**config.mk**
```make
export PLATFORM = sky130hd
export DESIGN_NAME = pll_reset_seq
export DESIGN_NICKNAME = d
export VERILOG_FILES = /design/src/rtl/pll_reset_seq.sv
export SDC_FILE = /design/constraint.sdc
export NUM_CORES = 1
export LEC_CHECK = 0
export ABC_CLOCK_PERIOD_IN_PS = 4500
export CORE_ASPECT_RATIO = 1.75
export CORE_MARGIN = 3
export CORE_UTILIZATION = 32
export DETAILED_ROUTE_END_ITERATION = 8
export PLACE_DENSITY_LB_ADDON = 0.1
export SYNTH_ARGS = -nofsm -noshare
export SYNTH_HDL_FRONTEND = slang
export SYNTH_SLANG_ARGS = --single-unit
```
**constraint.sdc**
```tcl
create_clock -name i_clk -period 4.5 [get_ports i_clk]
set_input_delay 1.35 -clock i_clk [delete_from_list [all_inputs] [get_ports i_clk]]
set_output_delay 1.35 -clock i_clk [all_outputs]
set_load 0.05 [all_outputs]
```
**src/rtl/pll_reset_seq.sv**
```systemverilog
// rtl/pll_reset_seq.sv - PLL lock supervisor with staggered per-domain reset release
module pll_reset_seq #(
    parameter int SYNC_STAGES    = 2,
    parameter int NUM_RST        = 4,
    parameter int HOLD_CYCLES    = 16,
    parameter int STAGGER        = 4,
    parameter int LOCK_TIMEOUT   = 1024,
    parameter int PLL_RST_CYCLES = 8,
    parameter int CNT_W          = 8
) (
    input  logic               i_clk,
    input  logic               i_rst,
    input  logic               i_locked,
    output logic               o_pll_rst,
    output logic [NUM_RST-1:0] o_rst,
    output logic               o_ready,
    output logic [CNT_W-1:0]   o_lock_lost
);
    localparam int REL_CYCLES = (NUM_RST - 1) * STAGGER;
    localparam int MAX_AB     = (PLL_RST_CYCLES > LOCK_TIMEOUT) ? PLL_RST_CYCLES : LOCK_TIMEOUT;
    localparam int MAX_CD     = (HOLD_CYCLES > REL_CYCLES) ? HOLD_CYCLES : REL_CYCLES;
    localparam int MAX_CNT    = (MAX_AB > MAX_CD) ? MAX_AB : MAX_CD;
    localparam int CW         = $clog2(MAX_CNT + 1);

    typedef enum logic [2:0] {
        S_PLL_RST   = 3'd0,
        S_WAIT_LOCK = 3'd1,
        S_HOLD      = 3'd2,
        S_RELEASE   = 3'd3,
        S_RUN       = 3'd4
    } state_t;

    state_t                 state_q, state_d;
    logic [CW-1:0]          cnt_q, cnt_d;
    logic [SYNC_STAGES-1:0] sync_q;
    logic                   slock;
    logic                   pll_rst_q, pll_rst_d;
    logic [NUM_RST-1:0]     rst_q, rst_d;
    logic                   ready_q, ready_d;
    logic [CNT_W-1:0]       lost_q, lost_d;

    assign slock       = sync_q[SYNC_STAGES-1];
    assign o_pll_rst   = pll_rst_q;
    assign o_rst       = rst_q;
    assign o_ready     = ready_q;
    assign o_lock_lost = lost_q;

    always_ff @(posedge i_clk) begin
        if (i_rst) begin
            state_q   <= S_PLL_RST;
            cnt_q     <= '0;
            sync_q    <= '0;
            pll_rst_q <= 1'b1;
            rst_q     <= '1;
            ready_q   <= 1'b0;
            lost_q    <= '0;
        end else begin
            state_q   <= state_d;
            cnt_q     <= cnt_d;
            sync_q    <= {sync_q[SYNC_STAGES-2:0], i_locked};
            pll_rst_q <= pll_rst_d;
            rst_q     <= rst_d;
            ready_q   <= ready_d;
            lost_q    <= lost_d;
        end
    end

    // One shared counter: its meaning depends on the state it is used in.
    always_comb begin
        state_d = state_q;
        cnt_d   = cnt_q + CW'(1);
        case (state_q)
            S_PLL_RST: begin
                if (cnt_q == CW'(PLL_RST_CYCLES - 1)) begin
                    state_d = S_WAIT_LOCK;
                    cnt_d   = '0;
                end
            end
            S_WAIT_LOCK: begin
                if (slock) begin
                    state_d = S_HOLD;
                    cnt_d   = '0;
                end else if (cnt_q == CW'(LOCK_TIMEOUT - 1)) begin
                    state_d = S_PLL_RST;
                    cnt_d   = '0;
                end
            end
            S_HOLD: begin
                if (!slock) begin
                    state_d = S_WAIT_LOCK;
                    cnt_d   = '0;
                end else if (cnt_q == CW'(HOLD_CYCLES - 1)) begin
                    state_d = (NUM_RST == 1) ? S_RUN : S_RELEASE;
                    cnt_d   = '0;
                end
            end
            S_RELEASE: begin
                if (!slock) begin
                    state_d = S_WAIT_LOCK;
                    cnt_d   = '0;
                end else if (cnt_q == CW'(REL_CYCLES - 1)) begin
                    state_d = S_RUN;
                    cnt_d   = '0;
                end
            end
            S_RUN: begin
                cnt_d = '0;
                if (!slock) begin
                    state_d = S_PLL_RST;
                end
            end
            default: begin
                state_d = S_PLL_RST;
                cnt_d   = '0;
            end
        endcase
    end

    // Outputs decode the next state so every output comes straight from a flop.
    always_comb begin
        pll_rst_d = (state_d == S_PLL_RST);
        ready_d   = (state_d == S_RUN);
        for (int k = 0; k < NUM_RST; k++) begin
            rst_d[k] = !((state_d == S_RUN) ||
                         ((state_d == S_RELEASE) && (int'(cnt_d) >= k * STAGGER)));
        end
        lost_d = lost_q;
        if ((state_q == S_RUN) && !slock && (lost_q != {CNT_W{1'b1}})) begin
            lost_d = lost_q + CNT_W'(1);
        end
    end
endmodule

```
Word level (Yosys, flattened, before mapping) --
Cells that the tools add are included.
Operators by class: $add $sub $neg 2, muxes and demuxes 17, $lt $le $gt $ge 3, reduce and logical (&&, ||, !) cells 16, eq/ne operators 11
Operator list (count):
- 11-bit two-way mux | 7
- 11-bit case mux with 4 select lines | 1
- 3-bit two-way mux | 8
- 11-bit by 4-bit == test with 1-bit output (second input constant) | 2
- 11-bit by 4-bit >= comparator with 1-bit output (second input constant) | 2
- 3-bit case mux with 5 select lines | 1
- 11-bit by 1-bit adder with 11-bit output (second input constant) | 1
- 11-bit by 10-bit == test with 1-bit output (second input constant) | 1
- 11-bit by 3-bit == test with 1-bit output (second input constant) | 1
- 11-bit by 3-bit >= comparator with 1-bit output (second input constant) | 1
- 3-bit by 2-bit == test with 1-bit output (second input constant) | 3
- 8-bit by 1-bit adder with 8-bit output (second input constant) | 1
- 8-bit != test (second input constant) | 1
- 3-bit == test (second input constant) | 2
- 3-bit zero test | 2
- 1-bit logical AND | 5
- 1-bit zero test | 5
- 1-bit logical OR | 4
- 3-bit by 1-bit == test with 1-bit output (second input constant) | 1
Storage, ports and cells: word-level logic and storage cells 56, bits in registers 30, output and inout port bits 14, input port bits 3

Depth between registers and ports, before layout --
Gate-level depths: netlist of run 1.
depth after elaboration 8, depth in mapped cells 8, depth with buffers taken out 7

Least setup slack after synthesis of run 1 --
No wires, ideal clock.
kind input port to flip-flop, start input port i_rst, end register rst_q[1] (netlist: o_rst[1]), setup time 0.116 ns, required time 4.384 ns, arrival time 2.100 ns, buffers on the path 0, stages on the path 3, slack 2.285 ns, cell sequence or3_1 -> o22a_2 -> a31o_1
RTL lines:
- start, declared | line 12 | input logic i_rst,
- end signal, assigned | line 62 | rst_q <= rst_d;
- end, declared | line 38 | logic [NUM_RST-1:0] rst_q, rst_d;

Worst setup path in the final report of run 1 --
start register lost_q[6] (netlist: o_lock_lost[6]), end output port o_lock_lost[6]
RTL lines:
- start, declared | line 40 | logic [CNT_W-1:0] lost_q, lost_d;
- start signal, assigned | line 64 | lost_q <= lost_d;
- end, declared | line 17 | output logic [CNT_W-1:0] o_lock_lost
No word-level cell between the ends.

==> out/qor.yml, run 1 <==
status:
  outcome: "finished, final reports clean"
drt:
  vias: 1198
  wl_per_cell_um: 14.0
  drc: 0
  drt.antenna.violating_nets: 0
  vias_per_cell: 5.12
  drt_iter0_drc: 32
  routed_wirelength_um: 3280
  dr.pass1.iters: 4
place:
  placed_area_um2: 1660
  port-buffer-count: 16
  dpl.hpwl_um: 2490
  place_congestion: 0.844
floorplan:
  dieHeight_um: 96.0
  dieArea_um2: 5510
  start_util_pct: 33.3
  io_pins: 17
  core_um2: 4440
  rows: 32
  die_width_um: 57.4
worst_setup_path:
  crit_end: "o_lock_lost[6]"
  reg2reg_setup_slack_ps: 2260
  cp-start-kind: "flop"
  crit_family: "buffers and inverters"
  cp-end-kind: "output pin"
  r2r_cells: 6
  path_class: "reg2out"
  critPathLaunch: "o_lock_lost[6]"
  cp.depth: 1
  crit_buf_inv: 1
  path_cells: "clkdlybuf4s50_1"
  crit_slowest_cell: "clkdlybuf4s50_1"
  crit_fanout: 4
  reg2reg_to: "o_rst[1]"
  timing.critical_path.arrival_ps: 1550
  r2r_start: "cnt_q[5]"
  max_stage_delay_ps: 850
  crit_required_ps: 3150
final_layout:
  area_delta_synth_final_pct: 18.6
  final_area_um2: 1760
  nFillCells: 488
  diodes: 0
  drive_above_1_share_pct: 8.74
  fin_nets: 187
synthesis:
  ys_ff_latch: 30
  synth_top_flop_cell: "dfxtp_1"
  syn_inst: 168
  ys_async_sr_fraction_pct: 0
  avgSynthCellArea_um2: 8.81
  yosysUniqueCellTypes: 40
  yosysSeqAreaShare_pct: 40.6
  syn_area_um2: 1480
  synth-edff-count: 0
  syn_nets: 173
  yosysWarnings: 0
clock_tree:
  cts.hold.buffers_added: 0
  cts_made_buffers: 5
  post_cts_buffers: 0
  post_cts_resized: 0
  cts_root_buf: "clkbuf_8"
  max-clock-path-buffers: 2
  cts_tree: "built"
  cts.sinks: 30
  cts.clk_slew.worst_paths_ps: 60
  clk_latency_ps: 270
  htree_levels: 2
timing:
  finalCriticalPeriod_ps: 2900
  setup_tns_ps: 0
  skew_ps: 3.51
  worst_pin_slew_ps: 591
  finalSetupViolations: 0
  finalHoldViolations: 0
  fin_crit_sh_pct: 64.5
  fmax_mhz: 345
  grt_setup_unrepaired: "false"
  max_slew_margin_pct: 60.2
  fin_hold_ws_ps: 436
  final_max_slew_viol_count: 0
power_and_ir_drop:
  powerDensity_nw_per_um2: 291
  cellLeakagePower_nw: 0.639
  max-vdd-ir-drop_mv: 0.199
global_routing:
  grt_max_degree: 21
  gr-total-overflow: 0
  first_global_vias: 1244
  track_usage_pct: 13.5
  antenna_found_initial: 0
  grt_pass1_wl_um: 5650
run:
  maxCapViolations: 0
min_path:
  hp-class: "reg2reg"
==> cell usage in the layout, fill, tap and decap left out, types with 3 or more instances in the layout <==
cell / Yosys / final
xnor2_1: 5 / 5
nand3_1: 7 / 7
nand4_1: 5 / 5
o21ai_0: 6 / 6
dfxtp_1: 30 / 30
inv_1: 3 / 3
clkbuf_8: 0 / 6
nor2_1: 26 / 26
nor3_1: 6 / 6
nor2b_1: 6 / 6
mux2i_1: 3 / 3
xor2_1: 13 / 13
and4_1: 4 / 4
nand2_1: 10 / 10
nand2b_1: 3 / 3
clkdlybuf4s50_1: 0 / 16
==> synthesized netlist by cell type (3+ instances only) <==
library cell	count	area share (%)
and4_1	4	2.4
clkbuf_1	7	1.8
dfxtp_1	30	41
inv_1	3	0.76
mux2i_1	3	2.0
nand2_1	10	2.5
nand2b_1	3	1.3
nand3_1	7	2.4
nand4_1	5	2.1
nor2_1	26	6.6
nor2b_1	6	2.5
nor3_1	6	2.0
o21ai_0	6	2.0
xnor2_1	5	3.0
xor2_1	13	7.7
==> logic make-up after synthesis <==
family	synth area share [%]
flops	40.6
fa+ha+maj	1.69
mux	2.79
simple gates	28.6
compound gates	11.8
buf+inv	3.97
xor+xnor	10.7
==> registers in the layout, summed over array words and instances, names as in the netlist <==
name         cells
o_pll_rst        1
o_ready          1
cnt_q           11
o_lock_lost      8
sync_q           2
o_rst            4
state_q          3
==> worst min-delay path by stage <==
stage / startpoint / end / slack [ps] / cells past startpoint
finish: sync_q[0] / sync_q[1] / 440 / 1
global placement: sync_q[0] / sync_q[1] / 420 / 1
detailed placement: sync_q[0] / sync_q[1] / 420 / 1
global route: sync_q[0] / sync_q[1] / 460 / 1
CTS: sync_q[0] / sync_q[1] / 440 / 1
floorplan: sync_q[0] / sync_q[1] / 410 / 1
==> stage by stage <==
| step | power, mW | worst slack (ps) | cells | util (%) |
|---|---|---|---|---|
| after floorplan | 0.290 | 2280 | 168 | - |
| after global placement | 0.296 | 1640 | 226 | 37.4 |
| after detailed placement | 0.297 | 1620 | 226 | 37.4 |
| after CTS | 0.522 | 1580 | 234 | 39.5 |
| after global routing | 0.535 | 1540 | 234 | 39.5 |
| final | 0.512 | 1600 | 234 | 39.5 |
==> report_power, final <==
group	internal [mW]	switching, mW	total [mW]
Combinational	0.00743	0.0101	0.0175
Sequential	0.269	0.00362	0.273
Clock	0.123	0.0983	0.221
Total	0.400	0.112	0.512
==> final cells by class <==
type	count	area (um2)	share of cell area, %
Clock buffer	7	86.3	4.92
Clock inverter	1	5.00	0.285
Inverter	3	11.3	0.641
Multi-Input combinational cell	125	821	46.8
Sequential cell	30	601	34.2
Tap cell	51	63.8	3.64
Timing Repair Buffer	17	168	9.55
==> metal layers <==
layer | GRT usage, % | share of wire, % | wire length [um] | vias up
li1 | - | - | - | 609
met1 | 13.5 | 38 | 1240 | 558
met2 | 24.6 | 56 | 1830 | 21
met3 | 3.09 | 2.4 | 79 | 10
met4 | 8.12 | 3.8 | 126 | 0
met5 | 0 | 0 | 0 | -
Power figures use the tool's default switching activity.
==> run 2: changes to the inputs <==
ABC_CLOCK_PERIOD_IN_PS = 2700   (was 4500)
clock period = 2.7 ns   (was 4.5 ns; I/O delays follow)
==> out/qor.yml, run 2 (synthesized netlist as in run 1, its figures left out) <==
status:
  outcome: "finished, final reports clean"  # unchanged
drt:
  dr.pass1.iters: 4  # unchanged
  wl_per_cell_um: 14.6  # was 14.0 um
  vias: 1212  # was 1,198
  drt_iter0_drc: 52  # was 32
  routed_wirelength_um: 3440  # was 3280 um
  drt.antenna.violating_nets: 0  # unchanged
  drc: 0  # unchanged
  vias_per_cell: 5.14  # was 5.12
clock_tree:
  cts.clk_slew.worst_paths_ps: 70  # was 60 ps
  htree_levels: 2  # unchanged
  cts_tree: "built"  # unchanged
  post_cts_resized: 0  # unchanged
  max-clock-path-buffers: 2  # unchanged
  cts_root_buf: "clkbuf_8"  # unchanged
  cts_made_buffers: 5  # unchanged
  clk_latency_ps: 280  # was 270 ps
  cts.sinks: 30  # unchanged
  post_cts_buffers: 0  # unchanged
  cts.hold.buffers_added: 0  # unchanged
worst_setup_path:
  path_cells: "clkdlybuf4s50_1"  # unchanged
  reg2reg_setup_slack_ps: 520  # was 2260 ps
  path_class: "reg2out"  # unchanged
  crit_slowest_cell: "clkdlybuf4s50_1"  # unchanged
  crit_required_ps: 1890  # was 3150 ps
  cp-start-kind: "flop"  # unchanged
  crit_family: "buffers and inverters"  # unchanged
  crit_fanout: 4  # unchanged
  crit_buf_inv: 1  # unchanged
  cp-end-kind: "output pin"  # unchanged
  max_stage_delay_ps: 840  # was 850 ps
  timing.critical_path.arrival_ps: 1550  # about the same
timing:
  grt_setup_unrepaired: "false"  # unchanged
  max_slew_margin_pct: 53.4  # was 60.2%
  setup_tns_ps: 0  # unchanged
  fin_hold_ws_ps: 434  # was 436 ps
  layout_setup_ws_ps: 341  # was 1600 ps
  fmax_mhz: 424
  finalSetupViolations: 0  # unchanged
  skew_ps: 6.47  # was 3.51 ps
  finalHoldViolations: 0  # unchanged
  worst_pin_slew_ps: 692  # was 591 ps
  finalCriticalPeriod_ps: 2360
  fin_crit_sh_pct: 87.4
  final_max_slew_viol_count: 0  # unchanged
final_layout:
  largest_reg_flops: 11  # unchanged
  nFillCells: 463  # was 488
  fin_nets: 189  # was 187
  layout_commonest_cell: "dfxtp_1"  # unchanged
  area_delta_synth_final_pct: 20.9  # was 18.6%
  diodes: 0  # unchanged
  regMostFlops: "cnt_q"  # unchanged
  final_cell_mix: "dfxtp_1, nor2_1, clkdlybuf4s50_1"  # unchanged
  multi_input_area_um2: 821  # unchanged
  seq_area_um2: 601  # unchanged
  drive_above_1_share_pct: 10.3  # was 8.74%
global_routing:
  grt_max_degree: 20  # was 21
  grt_pass1_wl_um: 5820  # was 5650 um
  gr-total-overflow: 0  # unchanged
  track_usage_pct: 14.0  # was 13.5%
  antenna_found_initial: 0  # unchanged
  first_global_vias: 1255  # was 1,244
place:
  dpl_worst_slack_ps: 518  # was 1620 ps
  port-buffer-count: 16  # unchanged
  dpl.hpwl_um: 2630  # was 2490 um
  place_congestion: 0.857  # was 0.844
floorplan:
  dieArea_um2: 5510  # unchanged
  core_um2: 4440  # unchanged
  dieHeight_um: 96.0  # unchanged
  die_width_um: 57.4  # unchanged
  io_pins: 17  # unchanged
  start_util_pct: 33.3  # unchanged
  rows: 32  # unchanged
power_and_ir_drop:
  swShare_pct: 21.3  # was 21.9%
  switchingPower_uw: 194  # was 112 uW
  cellLeakagePower_nw: 0.658  # was 0.639 nW
  internal-power_uw: 718  # was 400 uW
  power_frac_comb_pct: 3.3  # was 3.4%
  powerDensity_nw_per_um2: 510  # was 291 nW/um2
  max-vdd-ir-drop_mv: 0.285  # was 0.199 mV
  power_frac_seq_pct: 49.8  # was 53.3%
  power_frac_clock_pct: 46.9  # was 43.3%
run:
  maxCapViolations: 0  # unchanged
min_path:
  hp-class: "reg2reg"  # unchanged
==> run 2: path summary, 6_finish.rpt <==
check,startpoint,endpoint,cells past startpoint
max reg2reg,state_q[2],o_lock_lost[5],6
min reg2reg,sync_q[0],sync_q[1],1
max,o_lock_lost[6],o_lock_lost[6],1
min,sync_q[0],sync_q[1],1
==> run 2: final cells by class <==
class / count / area share [%]
repair buffers: 19 / 10.2
inverters: 3 / 0.629
clock buffers: 8 / 6.15
multi-input cells: 125 / 45.9
flip-flops and latches: 30 / 33.6
well taps: 51 / 3.57
==> run 2: metal layers <==
layer  vias to the layer above  track usage [%]  share of wire (%)
met1                       570             13.1                 38
met5                         -                0                  0
met3                        11             2.95                2.1
li1                        614                -                  -
met2                        17             26.9                 57
met4                         0             8.12                3.1
==> run 2: stage by stage <==
| step | power (mW) | cells | util, % | cell area (um2) |
|---|---|---|---|---|
| CTS | 0.926 | 236 | 40.3 | 1790 |
| finish | 0.912 | 236 | 40.3 | 1790 |
| global route | 0.950 | 236 | 40.3 | 1790 |
| detailed placement | 0.495 | 228 | 37.8 | 1680 |
| floorplan | 0.483 | 168 | - | 1480 |
| global placement | 0.495 | 228 | 37.8 | 1680 |
==> run 2: power groups by stage <==
stage | Sequential (mW) | Combinational (mW) | Clock, mW
2_1_floorplan | 0.463 | 0.0207 | 0
3_3_place_gp | 0.464 | 0.0306 | 0
3_5_place_dp | 0.464 | 0.0310 | 0
4_1_cts | 0.454 | 0.0311 | 0.440
5_1_grt | 0.455 | 0.0358 | 0.460
6_report | 0.454 | 0.0300 | 0.428
==> run 3: changes to the inputs <==
ABC_CLOCK_PERIOD_IN_PS = 2500   (was 2700)
clock period = 2.5 ns   (was 2.7 ns; I/O delays follow)
==> out/qor.yml, run 3 (synthesized netlist as in run 1, its figures left out) <==
status:
  outcome: "finished, final reports clean"  # unchanged
power_and_ir_drop:
  switchingPower_uw: 207  # was 194 uW
  cellLeakagePower_nw: 0.670  # was 0.658 nW
  max-vdd-ir-drop_mv: 0.296  # was 0.285 mV
  internal-power_uw: 720  # was 718 uW
  swShare_pct: 22.3  # was 21.3%
  power_frac_seq_pct: 53.0  # was 49.8%
  power_frac_clock_pct: 43.5  # was 46.9%
  powerDensity_nw_per_um2: 514  # was 510 nW/um2
  power_frac_comb_pct: 3.5  # was 3.3%
final_layout:
  largest_reg_flops: 11  # unchanged
  layout_commonest_cell: "dfxtp_1"  # unchanged
  fin_util_pct: 40.5  # was 40.3%
  area_delta_synth_final_pct: 21.6  # was 20.9%
  drive_above_1_share_pct: 11.6  # was 10.3%
  diodes: 0  # unchanged
  regMostFlops: "cnt_q"  # unchanged
  fin_nets: 193  # was 189
  final_cell_mix: "dfxtp_1, nor2_1, clkdlybuf4s50_1"  # unchanged
clock_tree:
  cts_tree: "built"  # unchanged
  post_cts_buffers: 0  # unchanged
  cts_root_buf: "clkbuf_8"  # unchanged
  clk_latency_ps: 280  # about the same
  max-clock-path-buffers: 2  # unchanged
  cts.hold.buffers_added: 0  # unchanged
  htree_levels: 2  # unchanged
  cts.sinks: 30  # unchanged
  cts_made_buffers: 5  # unchanged
  cts.clk_slew.worst_paths_ps: 60  # was 70 ps
  post_cts_resized: 0  # unchanged
timing:
  setup_tns_ps: 0  # unchanged
  fin_crit_sh_pct: 92.1
  max_slew_margin_pct: 52.1  # was 53.4%
  finalSetupViolations: 0  # unchanged
  finalHoldViolations: 0  # unchanged
  skew_ps: 2.43  # was 6.47 ps
  fin_hold_ws_ps: 436  # was 434 ps
  fmax_mhz: 435
  worst_pin_slew_ps: 711  # was 692 ps
  grt_setup_unrepaired: "false"  # unchanged
  final_max_slew_viol_count: 0  # unchanged
  finalCriticalPeriod_ps: 2300
drt:
  dr.pass1.iters: 2  # was 4
  drc: 0  # unchanged
  drt.antenna.violating_nets: 0  # unchanged
  wl_per_cell_um: 14.3  # was 14.6 um
  drt_iter0_drc: 30  # was 52
  vias_per_cell: 5.22  # was 5.14
  vias: 1253  # was 1,212
  routed_wirelength_um: 3440  # unchanged
global_routing:
  track_usage_pct: 14.1  # was 14.0%
  use_met1_pct: 13.2  # was 13.1%
  grt_use_met2_pct: 25.6  # was 26.9%
  grt_util_met3_pct: 2.95  # unchanged
  gr-total-overflow: 0  # unchanged
  grt_pass1_wl_um: 5840  # was 5820 um
  grt_max_degree: 20  # unchanged
  antenna_found_initial: 0  # unchanged
  first_global_vias: 1316  # was 1,255
  top_usage_layer: "met2"  # unchanged
floorplan:
  dieArea_um2: 5510  # unchanged
  io_pins: 17  # unchanged
  rows: 32  # unchanged
  dieHeight_um: 96.0  # unchanged
  start_util_pct: 33.3  # unchanged
  die_width_um: 57.4  # unchanged
  core_um2: 4440  # unchanged
worst_setup_path:
  cp-start-kind: "flop"  # unchanged
  cp-end-kind: "output pin"  # unchanged
  r2r_start: "cnt_q[5]"  # was state_q[2]
  crit_buf_inv: 1  # unchanged
  crit_slowest_cell: "clkdlybuf4s50_1"  # unchanged
  path_class: "reg2out"  # unchanged
  max_stage_delay_ps: 840  # about the same
  crit_family: "buffers and inverters"  # unchanged
  timing.critical_path.arrival_ps: 1550  # about the same
  path_cells: "clkdlybuf4s50_1"  # unchanged
  critPathLaunch: "o_lock_lost[6]"  # unchanged
  crit_required_ps: 1750  # was 1890 ps
  crit_fanout: 4  # unchanged
run:
  maxCapViolations: 0  # unchanged
place:
  place_congestion: 0.885  # was 0.857
  port-buffer-count: 16  # unchanged
  dpl.hpwl_um: 2670  # was 2630 um
min_path:
  hp-class: "reg2reg"  # unchanged
  min-delay-start: "sync_q[0]"  # unchanged
run 3: final cells by class:
type                            count  area, um2
Clock buffer                        7       86.3
Inverter                            3       11.3
Clock inverter                      1       5.00
Timing Repair Buffer               23        213
Sequential cell                    30        601
Tap cell                           51       63.8
Fill cell                         465       2640
Multi-Input combinational cell    125        821
run 3: power groups by stage:
stage,clock [mW],combinational (mW),sequential (mW)
6_report,0.403,0.0329,0.491
5_1_grt,0.441,0.0381,0.491
4_1_cts,0.417,0.0339,0.490
3_5_place_dp,0,0.0337,0.501
3_3_place_gp,0,0.0335,0.501
2_1_floorplan,0,0.0224,0.500
run 3: metrics by stage:
stage          setup WS [ps]  std cells  cell area, um2  power (mW)
2_1_floorplan            471        168            1480       0.522
3_3_place_gp             355        232            1710       0.534
3_5_place_dp             335        232            1710       0.535
4_1_cts                  185        240            1800       0.941
5_1_grt                  117        240            1800       0.970
6_report                 199        240            1800       0.926
run 3: worst paths after layout:
kind                     to  slack, ps  cells after the start
max          o_lock_lost[6]        200                      1
min               sync_q[1]        440                      1
max reg2reg        o_rst[1]        310                      6
min reg2reg       sync_q[1]        440                      1
run 3: metal layers:
metal  vias up  part of all wire (%)
met4         0                   4.8
met2        19                    56
met5         -                     0
met1       604                    37
li1        618                     -
met3        12                   1.9
